--- src/rtl/game_pkg.sv ---
// Shared game constants: top-level game-state codes and timing defaults.
package game_pkg;

    typedef enum logic [2:0] {
        GS_IDLE      = 3'd0,
        GS_SETTING   = 3'd1,
        GS_COUNTDOWN = 3'd3,
        GS_RACING    = 3'd4,
        GS_PAUSE     = 3'd5,
        GS_FINISH    = 3'd6
    } game_state_e;

    localparam int TICKS_PER_SEC_DEF = 100_000_000;

endpackage

--- src/rtl/countdown_sequencer_tick_gen.sv ---
// Seconds prescaler: one-cycle sec_tick_o when the count reaches TICKS_PER_SEC-1.
module tick_gen
    import game_pkg::*;
#(
    parameter int TICKS_PER_SEC = TICKS_PER_SEC_DEF
) (
    input  logic clk,
    input  logic rst_n,
    input  logic en_i,
    input  logic clr_i,
    output logic sec_tick_o
);

    localparam int CW = $clog2(TICKS_PER_SEC);
    localparam logic [CW-1:0] LAST = CW'(TICKS_PER_SEC - 1);

    logic [CW-1:0] cnt_q, cnt_d;

    assign sec_tick_o = en_i && !clr_i && (cnt_q == LAST);

    always_comb begin
        cnt_d = cnt_q;
        if (clr_i) begin
            cnt_d = '0;
        end else if (en_i) begin
            cnt_d = (cnt_q == LAST) ? '0 : cnt_q + 1'b1;
        end
    end

    always_ff @(posedge clk or negedge rst_n) begin
        if (!rst_n) begin
            cnt_q <= '0;
        end else begin
            cnt_q <= cnt_d;
        end
    end

endmodule

--- src/rtl/countdown_sequencer.sv ---
// Race-start countdown (START_NUM..1 then done pulse) for the number sprite.
// Define COUNTDOWN_BEEP_EN to enable the per-digit beep and the GO tone.
module countdown_sequencer
    import game_pkg::*;
#(
    parameter int TICKS_PER_SEC = TICKS_PER_SEC_DEF,
    parameter int START_NUM     = 3,
    parameter int BEEP_TICKS    = 10_000_000
) (
    input  logic       clk,
    input  logic       rst_n,
    input  logic       start,
    input  logic       hold,
    input  logic       abort,
    output logic [1:0] num,
    output logic       active,
    output logic       done,
    output logic       beep
);

    if (START_NUM < 1 || START_NUM > 3) begin : g_bad_start
        $error("countdown_sequencer: START_NUM must be 1..3");
    end
    if (TICKS_PER_SEC < 2) begin : g_bad_ticks
        $error("countdown_sequencer: TICKS_PER_SEC must be >= 2");
    end
    if (BEEP_TICKS < 1 || BEEP_TICKS >= TICKS_PER_SEC) begin : g_bad_beep
        $error("countdown_sequencer: BEEP_TICKS must be 1..TICKS_PER_SEC-1");
    end

    typedef enum logic {
        S_IDLE  = 1'b0,
        S_COUNT = 1'b1
    } state_e;

    state_e     state_q;
    logic [1:0] num_q;
    logic       active_q;
    logic       done_q;
    logic       sec_tick;
    logic       launch;
    logic       expire;

    assign launch = (state_q == S_IDLE) && start && !abort;
    assign expire = (state_q == S_COUNT) && !abort && sec_tick;

    tick_gen #(
        .TICKS_PER_SEC(TICKS_PER_SEC)
    ) u_tick (
        .clk       (clk),
        .rst_n     (rst_n),
        .en_i      ((state_q == S_COUNT) && !hold),
        .clr_i     ((state_q == S_IDLE) || abort),
        .sec_tick_o(sec_tick)
    );

    always_ff @(posedge clk or negedge rst_n) begin
        if (!rst_n) begin
            state_q  <= S_IDLE;
            num_q    <= 2'd0;
            active_q <= 1'b0;
            done_q   <= 1'b0;
        end else begin
            done_q <= 1'b0;
            unique case (state_q)
                S_IDLE: begin
                    if (launch) begin
                        state_q  <= S_COUNT;
                        num_q    <= 2'(START_NUM);
                        active_q <= 1'b1;
                    end
                end
                S_COUNT: begin
                    if (abort) begin
                        state_q  <= S_IDLE;
                        num_q    <= 2'd0;
                        active_q <= 1'b0;
                    end else if (expire) begin
                        if (num_q > 2'd1) begin
                            num_q <= num_q - 2'd1;
                        end else begin
                            state_q  <= S_IDLE;
                            num_q    <= 2'd0;
                            active_q <= 1'b0;
                            done_q   <= 1'b1;
                        end
                    end
                end
                default: state_q <= S_IDLE;
            endcase
        end
    end

    assign num    = num_q;
    assign active = active_q;
    assign done   = done_q;

`ifdef COUNTDOWN_BEEP_EN
    localparam int BW = $clog2(2 * BEEP_TICKS + 1);

    logic [BW-1:0] bcnt_q, bcnt_d;
    logic          digit_evt;
    logic          go_evt;

    assign digit_evt = launch || (expire && num_q > 2'd1);
    assign go_evt    = expire && (num_q == 2'd1);

    // Abort beats everything; a new tone restarts the count even mid-beep.
    always_comb begin
        bcnt_d = bcnt_q;
        if (abort) begin
            bcnt_d = '0;
        end else if (go_evt) begin
            bcnt_d = BW'(2 * BEEP_TICKS);
        end else if (digit_evt) begin
            bcnt_d = BW'(BEEP_TICKS);
        end else if (!hold && bcnt_q != '0) begin
            bcnt_d = bcnt_q - 1'b1;
        end
    end

    always_ff @(posedge clk or negedge rst_n) begin
        if (!rst_n) begin
            bcnt_q <= '0;
        end else begin
            bcnt_q <= bcnt_d;
        end
    end

    assign beep = (bcnt_q != '0) && !hold;
`else
    assign beep = 1'b0;
`endif

endmodule

--- config.mk ---
export PLATFORM = sky130hd
export DESIGN_NAME = countdown_sequencer
export DESIGN_NICKNAME = d
export VERILOG_FILES = /design/src/rtl/game_pkg.sv /design/src/rtl/countdown_sequencer_tick_gen.sv /design/src/rtl/countdown_sequencer.sv
export SDC_FILE = /design/constraint.sdc
export NUM_CORES = 1
export LEC_CHECK = 0
export ABC_AREA = 0
export BUFFER_PORTS_ARGS = -buffer_cell sky130_fd_sc_hd__buf_2
export CAP_MARGIN = 25
export CORE_MARGIN = 2
export CORE_UTILIZATION = 55
export DETAILED_ROUTE_END_ITERATION = 8
export PLACE_DENSITY = 0.81
export SKIP_CTS_REPAIR_TIMING = 1
export SYNTH_ARGS = -nofsm -noshare
export SYNTH_HDL_FRONTEND = slang
export SYNTH_SLANG_ARGS = --single-unit
--- constraint.sdc ---
create_clock -name clk -period 5.44 [get_ports clk]
set_input_delay 1.36 -clock clk [delete_from_list [all_inputs] [get_ports clk]]
set_output_delay 1.36 -clock clk [all_outputs]
set_load 0.005 [all_outputs]
; Word-level counts from Yosys, hierarchy flattened
; Cells that the tools add are included.
[totals]
register_bits = 32
inputBits = 5
output_inout_bits = 5
[op_classes]
addsub = 2
order_cmp = 1
n_eq_ne = 4
muxes = 22
n_bitwise = 1
reduce_logical = 14
[op_table]
columns = operator, n
row1 = $mux W27, 3
row2 = $add A27 B1 Y27 const B, 1
row3 = $eq A27 B27 Y1 const B, 1
row4 = $mux W1, 12
row5 = $mux W2, 4
row6 = $logic_and A1 B1 Y1, 7
row7 = $pmux W1 S2, 2
row8 = $pmux W2 S2, 1
row9 = $logic_not A1 Y1, 3
row10 = $ne A3 B2 Y1 const B, 1
row11 = $ne A3 B3 Y1 const B, 1
row12 = $reduce_and A3 Y1, 1
row13 = $gt A2 B1 Y1 const B, 1
row14 = $ne A2 B2 Y1 const B, 1
row15 = $reduce_and A2 Y1, 1
row16 = $reduce_bool A2 Y1, 1
row17 = $sub A2 B1 Y2 const B, 1
row18 = $logic_or A1 B1 Y1, 1
row19 = $not A1 Y1, 1

; Longest topological paths before layout
; Gate-level depths: netlist of the first run.
[logic_depth]
word_depth = 9
depth_mapped = 8

; Cells and area by module
; Synthesis of the first run repeated with hierarchy kept, for this count alone.
[hier_totals]
hier_cells = 202
hier_area_um2 = 1825.5
[by_module_without_submodules]
columns = module, instances, cells_per_inst, area_per_inst_um2, seq_area_each_um2
row1 = tick_gen, 1, 177, 1585.3, 675.6
row2 = countdown_sequencer, 1, 25, 240.2, 125.1

; Worst setup path after synthesis of the first run
; OpenSTA, ideal clock, no wires.
[synth_timing]
path_type = input to register
start = in hold
end = reg u_tick.cnt_q[5]
arrival_time_ps = 2385
required_ps = 5364
slack_ps = 2979
cell_stages = 5
path_buffers = 2
path_cell_list = clkbuf_1 > a21o_1 > buf_2 > or4_1 > o21ai_1
[synth_between]
elab_chain_len = 3
[synth_rtl]
columns = element, line
row1 = from (decl), countdown_sequencer.sv:13  ; input logic hold,
row2 = $logic_not A1 Y1, countdown_sequencer.sv:52  ; .en_i ((state_q == S_COUNT) && !hold),
row3 = $logic_and A1 B1 Y1, countdown_sequencer.sv:52
row4 = $reduce_bool A2 Y1 (no source line), --
row5 = to (signal assigned), countdown_sequencer_tick_gen.sv:34  ; cnt_q <= cnt_d;
row6 = to (decl), countdown_sequencer_tick_gen.sv:17  ; logic [CW-1:0] cnt_q, cnt_d;
; No other way between the ends.
; A chain may end at the register's enable or synchronous reset.

; Final worst setup path of the first run
[layout_timing]
start = in abort
end = reg u_tick.cnt_q[26]
[layout_between]
elab_chain_len = 2
elab_cells_between_ends = 3
classes_between = 1 x mux / 2 x reduce/logical
[layout_rtl]
columns = element, line
row1 = from (decl), countdown_sequencer.sv:14  ; input logic abort,
row2 = $logic_or A1 B1 Y1 *, countdown_sequencer.sv:53  ; .clr_i ((state_q == S_IDLE) || abort),
row3 = $mux W27 or $reduce_bool A2 Y1 (tied branches), --
; Every way passes the cells marked *; elsewhere a longest branch is shown, timed or not.

==> results.md, run 1 <==
* Status: completed
* Total track usage at 0.236
* 1st-iter DRT viols at 88
* Fin crit share at 0.468
* # IOs at 10
* Area of placed instances at 1960 sq um
* Startpoint Class: primary input
* Clock buffer depth at 2
* Layout cell share with drive strength beyond 1 at 0.103
* Die height at 63.2 um
* Avg Inst Size Synth at 8.45 sq um
* Async SR Flop Fraction at 1.00
* Total power at 423 uW
* Top post-synthesis cells by count: nand2_1 (36), dfrtp_1 (32), a21oi_1 (24)
* Synth top area cells: dfrtp_1 (42%), nand2_1 (7.0%), a21oi_1 (6.2%)
* EDFF count, synth at 0
* Initial core utilization at 0.577
* Ys flop type: dfrtp_1
* Post-synthesis sequential element count at 32
* Cell Rows at 21
* Final-report hold violation count at 0
* Die ar. at 3990 sq um
* Largest net degree at the start of global routing at 33
* Vias in the first global route at 1683
* H-tree depth at 2
* Slew Limit Fails at 0
* Dpl hpwl at 2710 um
* Clock Latency Late Sink at 340 ps
* PortBufs at 8
* Area Growth Syn to Fin at 5.20%
* DR WL/cell at 15.2 um
* Static leakage at 0.000791 uW
* Cells after Synth at 228
* Net Count, Synth at 234
* CTS tree: yes
* Crit end category: flop
* Via count at 1747
* Hold Crit Class: reg2reg
* Power density over the cells at 209 nW/um^2
* Crit path largest cell delay at 670 ps
* DRC violations left at 0
* Mapped Area at 1930 sq um
* CP Cell Sequence: buf_2 -> inv_1 -> nand2_1 -> or4_1 -> o21ai_1
* Setup TNS at 0 ps
* First-pass DRT Iterations at 4
* GP Congestion at 0.812
* Post-synthesis cell type count at 44
* Core Area at 3340 sq um
* Inserted Clock Buffers at 5
* Vias per inst at 6.26
* Most frequent cell after synthesis: nand2_1
* Count of warnings emitted by yosys at 0
* Die X at 63.2 um
* CP required at 5710 ps
* Worst Skew at 6.59 ps
* RSZ-0062 raised after global routing: false
* Maximum clock rate at 0.393 GHz
* Worst VDD drop at 0.000126 V
* Tmin final at 2540 ps
* Post-synth top area share at 0.416
* DRT antenna net count at 0
* Worst-path clk slew at 100 ps
* Antenna diodes at 0
* Worst rel slew slack at 0.457
* Crit Path Category: in2reg
* First-pass GRT wire length at 7450 um
* Register area share after synthesis at 0.416
* Yosys top cell by area: dfrtp_1
* Setup-failing EPs final at 0
* Slew @ Worst Pin at 813 ps
* CP max stage cell: or4_1
* Clock sinks at 32
* Hold_ws at 558 ps
* Grt total ovfl at 0
* DRT Wirelength at 4230 um
* Final #Nets at 238
* Clk root buf: clkbuf_4
* Initial antenna violation count at 0
* Max cap viols at 0
* Fin area at 2030 sq um
* CP Max Fanout at 26
* CP Data Arrival Time at 2810 ps
[path summary, 6_finish.rpt]
path                       cells after the start          endpoint             from  slack (ps)
min in group asynchronous                      1   u_tick.cnt_q[4]            rst_n        1050
setup / recovery                               5  u_tick.cnt_q[26]            abort        2900
max in group asynchronous                      1  u_tick.cnt_q[26]            rst_n        3930
hold reg to reg                                2            active           active         560
setup reg to reg                               6  u_tick.cnt_q[21]  u_tick.cnt_q[0]        2980
hold / removal                                 2            active           active         560
[state kept, by name (all words and copies together) (netlist names)]
signal	cells
done	1
state_q	1
active	1
num	2
u_tick.cnt_q	27
[cell usage in the layout, fill, tap and decap left out, types with 3 or more instances in the layout]
| cell type | instances |
|---|---|
| nand2_1 | 36 |
| dfrtp_1 | 32 |
| a21oi_1 | 24 |
| nor2_1 | 17 |
| nand3_1 | 16 |
| o21ai_1 | 13 |
| or4_1 | 12 |
| nand4_1 | 11 |
| buf_2 | 8 |
| nor3_1 | 5 |
| clkbuf_4 | 5 |
| inv_1 | 4 |
| o22ai_1 | 4 |
| o21ai_0 | 3 |
| mux2i_1 | 3 |
[power by group]
part | switching [uW] | internal [uW] | leakage [uW]
combinational | 21.7 | 8.92 | 0.000317
clock | 83.7 | 61.4 | 0.0000380
sequential | 5.20 | 242 | 0.000436
[final cells by class]
type / count / area [sq um]
multi-input cells: 180 / 1040
flip-flops and latches: 32 / 801
inverters: 4 / 15.0
repair buffers: 9 / 47.5
clock inverters: 2 / 10.0
well taps: 46 / 57.6
fillers: 315 / 1310
clock buffers: 6 / 51.3
[critical path: cells and delay by family]
| family | cells | cell delay, ps |
|---|---|---|
| simple gates | 2 | 1140 |
| compound gates | 1 | 100 |
| buf+inv | 2 | 200 |
[logic make-up after synthesis]
logic type / share of synthesized area
buf+inv: 0.0422
other cells: 0.00195
simple gates: 0.352
mux: 0.0156
flops: 0.416
fa+ha+maj: 0.00650
compound gates: 0.157
xor+xnor: 0.00910
[per-stage QoR]
step / worst slack [ps] / cells / util
global route: 2800 / 279 / 0.607
detailed placement: 2560 / 271 / 0.589
finish: 2900 / 279 / 0.607
CTS: 2920 / 279 / 0.607
floorplan: 2980 / 228 / -
global placement: 2600 / 271 / 0.589
[metal layers]
metal  GRT usage  vias up  wire length (um)
met5           0        -                 0
met4       0.117        0                55
met3      0.0607        5               206
met2       0.379       45              1990
met1       0.294      843              1970
li1            -      854                 -
No activity file was read; power rests on OpenSTA's default activity.
==> run 2: changes to the inputs <==
==> constraint.sdc (replaced) <==
create_clock -name clk -period 2.6 [get_ports clk]
set_input_delay 0.65 -clock clk [delete_from_list [all_inputs] [get_ports clk]]
set_output_delay 0.65 -clock clk [all_outputs]
set_load 0.005 [all_outputs]
==> run 2 against run 1 <==
Net effect: routed wire length grew 5.1%; core utilization rose by 2.1 points; non-clock buffer count increased by 5; critical path depth increased by 1; power rose by 140%; design area rose by 3.5%; sequential power up 110%; clock skew up 10 ps; first-iteration DRC count increased by 53%; clock-buffer cell count is 1 higher; worst hold slack lost 210 ps; critical path type is now reg2reg; largest power group unchanged.
==> results.md, run 2 (synthesized netlist as in run 1, its figures left out) <==
* PortBufs at 8 (unchanged)
* Layout cell share with drive strength beyond 1 at 0.122 (+0.0188)
* Worst rel slew slack at 0.533 (+0.0762)
* CP Max Fanout at 14 (-46%)
* Hold Crit Class: in2async
* RSZ-0062 raised after global routing: false
* 1st-iter DRT viols at 135 (+53%)
* Fin crit share at 0.850
* Worst VDD drop at 0.000353 V (+180%)
* Startpoint Class: flop
* Final-report hold violation count at 0 (unchanged)
* # IOs at 10 (unchanged)
* Largest register FFs at 27 (unchanged)
* Crit Path Category: reg2reg
* Largest net degree at the start of global routing at 33 (unchanged)
* Power density over the cells at 485 nW/um^2 (+130%)
* Clock sinks at 32 (unchanged)
* Vias in the first global route at 1674 (-0.53%)
* Clk root buf: clkbuf_4
* Antenna diodes at 0 (unchanged)
* Dpl hpwl at 3000 um (+11%)
* Die X at 63.2 um (unchanged)
* CP required at 2810 ps (-2900 ps)
* CP Data Arrival Time at 2420 ps (-390 ps)
* Worst Skew at 16.7 ps (+10.1 ps)
* Max cap viols at 0 (unchanged)
* Worst-path clk slew at 110 ps (about the same)
* DRT antenna net count at 0 (unchanged)
* DR WL/cell at 15.7 um (+3.2%)
* Area Growth Syn to Fin at 8.90%
* Setup-failing EPs final at 0 (unchanged)
* H-tree depth at 2 (unchanged)
* Slew @ Worst Pin at 700 ps (-112 ps)
* DRT Wirelength at 4450 um (+5.1%)
* Crit end category: flop
* Grt total ovfl at 0 (unchanged)
* GP Congestion at 0.935 (+15%)
* DRC violations left at 0 (unchanged)
* CP startpoint: u_tick.cnt_q[0]
* First-pass DRT Iterations at 5 (+1)
* Tmin final at 2210 ps
* Core Area at 3340 sq um (unchanged)
* Final setup margin at 390 ps (-2510 ps)
* First-pass GRT wire length at 7640 um (+2.6%)
* Inserted Clock Buffers at 5 (unchanged)
* Status: completed
* Crit Reg-Reg Startpoint: u_tick.cnt_q[0]
* Maximum clock rate at 0.452 GHz
* CTS tree: yes
* Place WS at 416 ps (-2140 ps)
* Die ar. at 3990 sq um (unchanged)
* Die height at 63.2 um (unchanged)
* Initial core utilization at 0.577 (unchanged)
* Most frequent cells in the layout: nand2_1 (36), dfrtp_1 (32), a21oi_1 (24)
* Static leakage at 0.000828 uW (+4.6%)
* Final #Nets at 243 (+2.1%)
* Initial antenna violation count at 0 (unchanged)
* Setup TNS at 0 ps (unchanged)
* Hold_ws at 343 ps (-215 ps)
* Commonest non-fill, non-tap cell in the layout: nand2_1
* Reg with most FFs: u_tick.cnt_q
* Cell Rows at 21 (unchanged)
* Vias per inst at 6.43 (+2.7%)
* Clock Latency Late Sink at 340 ps (about the same)
* Via count at 1827 (+4.6%)
* Total track usage at 0.242 (+0.00600)
* Slew Limit Fails at 0 (unchanged)
* Clock buffer depth at 2 (unchanged)
==> run 2: through the flow <==
stage	total power, uW	cells	util	instance area (sq um)
after floorplan	561	228	-	1930
after global placement	594	276	0.600	2000
after detailed placement	595	276	0.600	2000
after CTS	1020	284	0.628	2100
after global routing	1050	284	0.628	2100
final	1020	284	0.628	2100
==> run 2: report_power, final <==
group / internal [uW] / switching [uW] / total (uW)
registers: 506 / 10.5 / 516
logic: 21.6 / 46.6 / 68.2
clock network: 255 / 177 / 432
total: 783 / 234 / 1020
==> run 2: area by class of cell <==
class / instances / area [sq um]
clock buffers: 7 / 65.1
clock inverters: 1 / 30.0
fillers: 294 / 1240
inverters: 4 / 15.0
multi-input cells: 180 / 1040
flip-flops and latches: 32 / 801
well taps: 46 / 57.6
repair buffers: 14 / 85.1
==> run 2: worst paths after layout <==
path                                    endpoint  slack (ps)  depth (start not counted)
worst max register to register  u_tick.cnt_q[21]         390                          6
worst min register to register            active         540                          2
max in group asynchronous       u_tick.cnt_q[20]        1800                          1
worst min-delay path             u_tick.cnt_q[4]         340                          1
min in group clk                         state_q         520                          2
worst max-delay path            u_tick.cnt_q[21]         390                          6
==> run 2: critical path: stages, from the launching register on <==
cell,delay (ps)
dfrtp_1,410
ha_1,200
nand3_1,220
nor4_2,540
a21o_1,480
or3_1,180
a31oi_1,70
==> run 2: per-layer routing <==
layer	vias to the layer above	part of all wire	track usage
met2	88	0.49	0.388
met4	0	0.016	0.130
met5	-	0	0
li1	862	-	-
met1	870	0.42	0.308
met3	7	0.079	0.0464
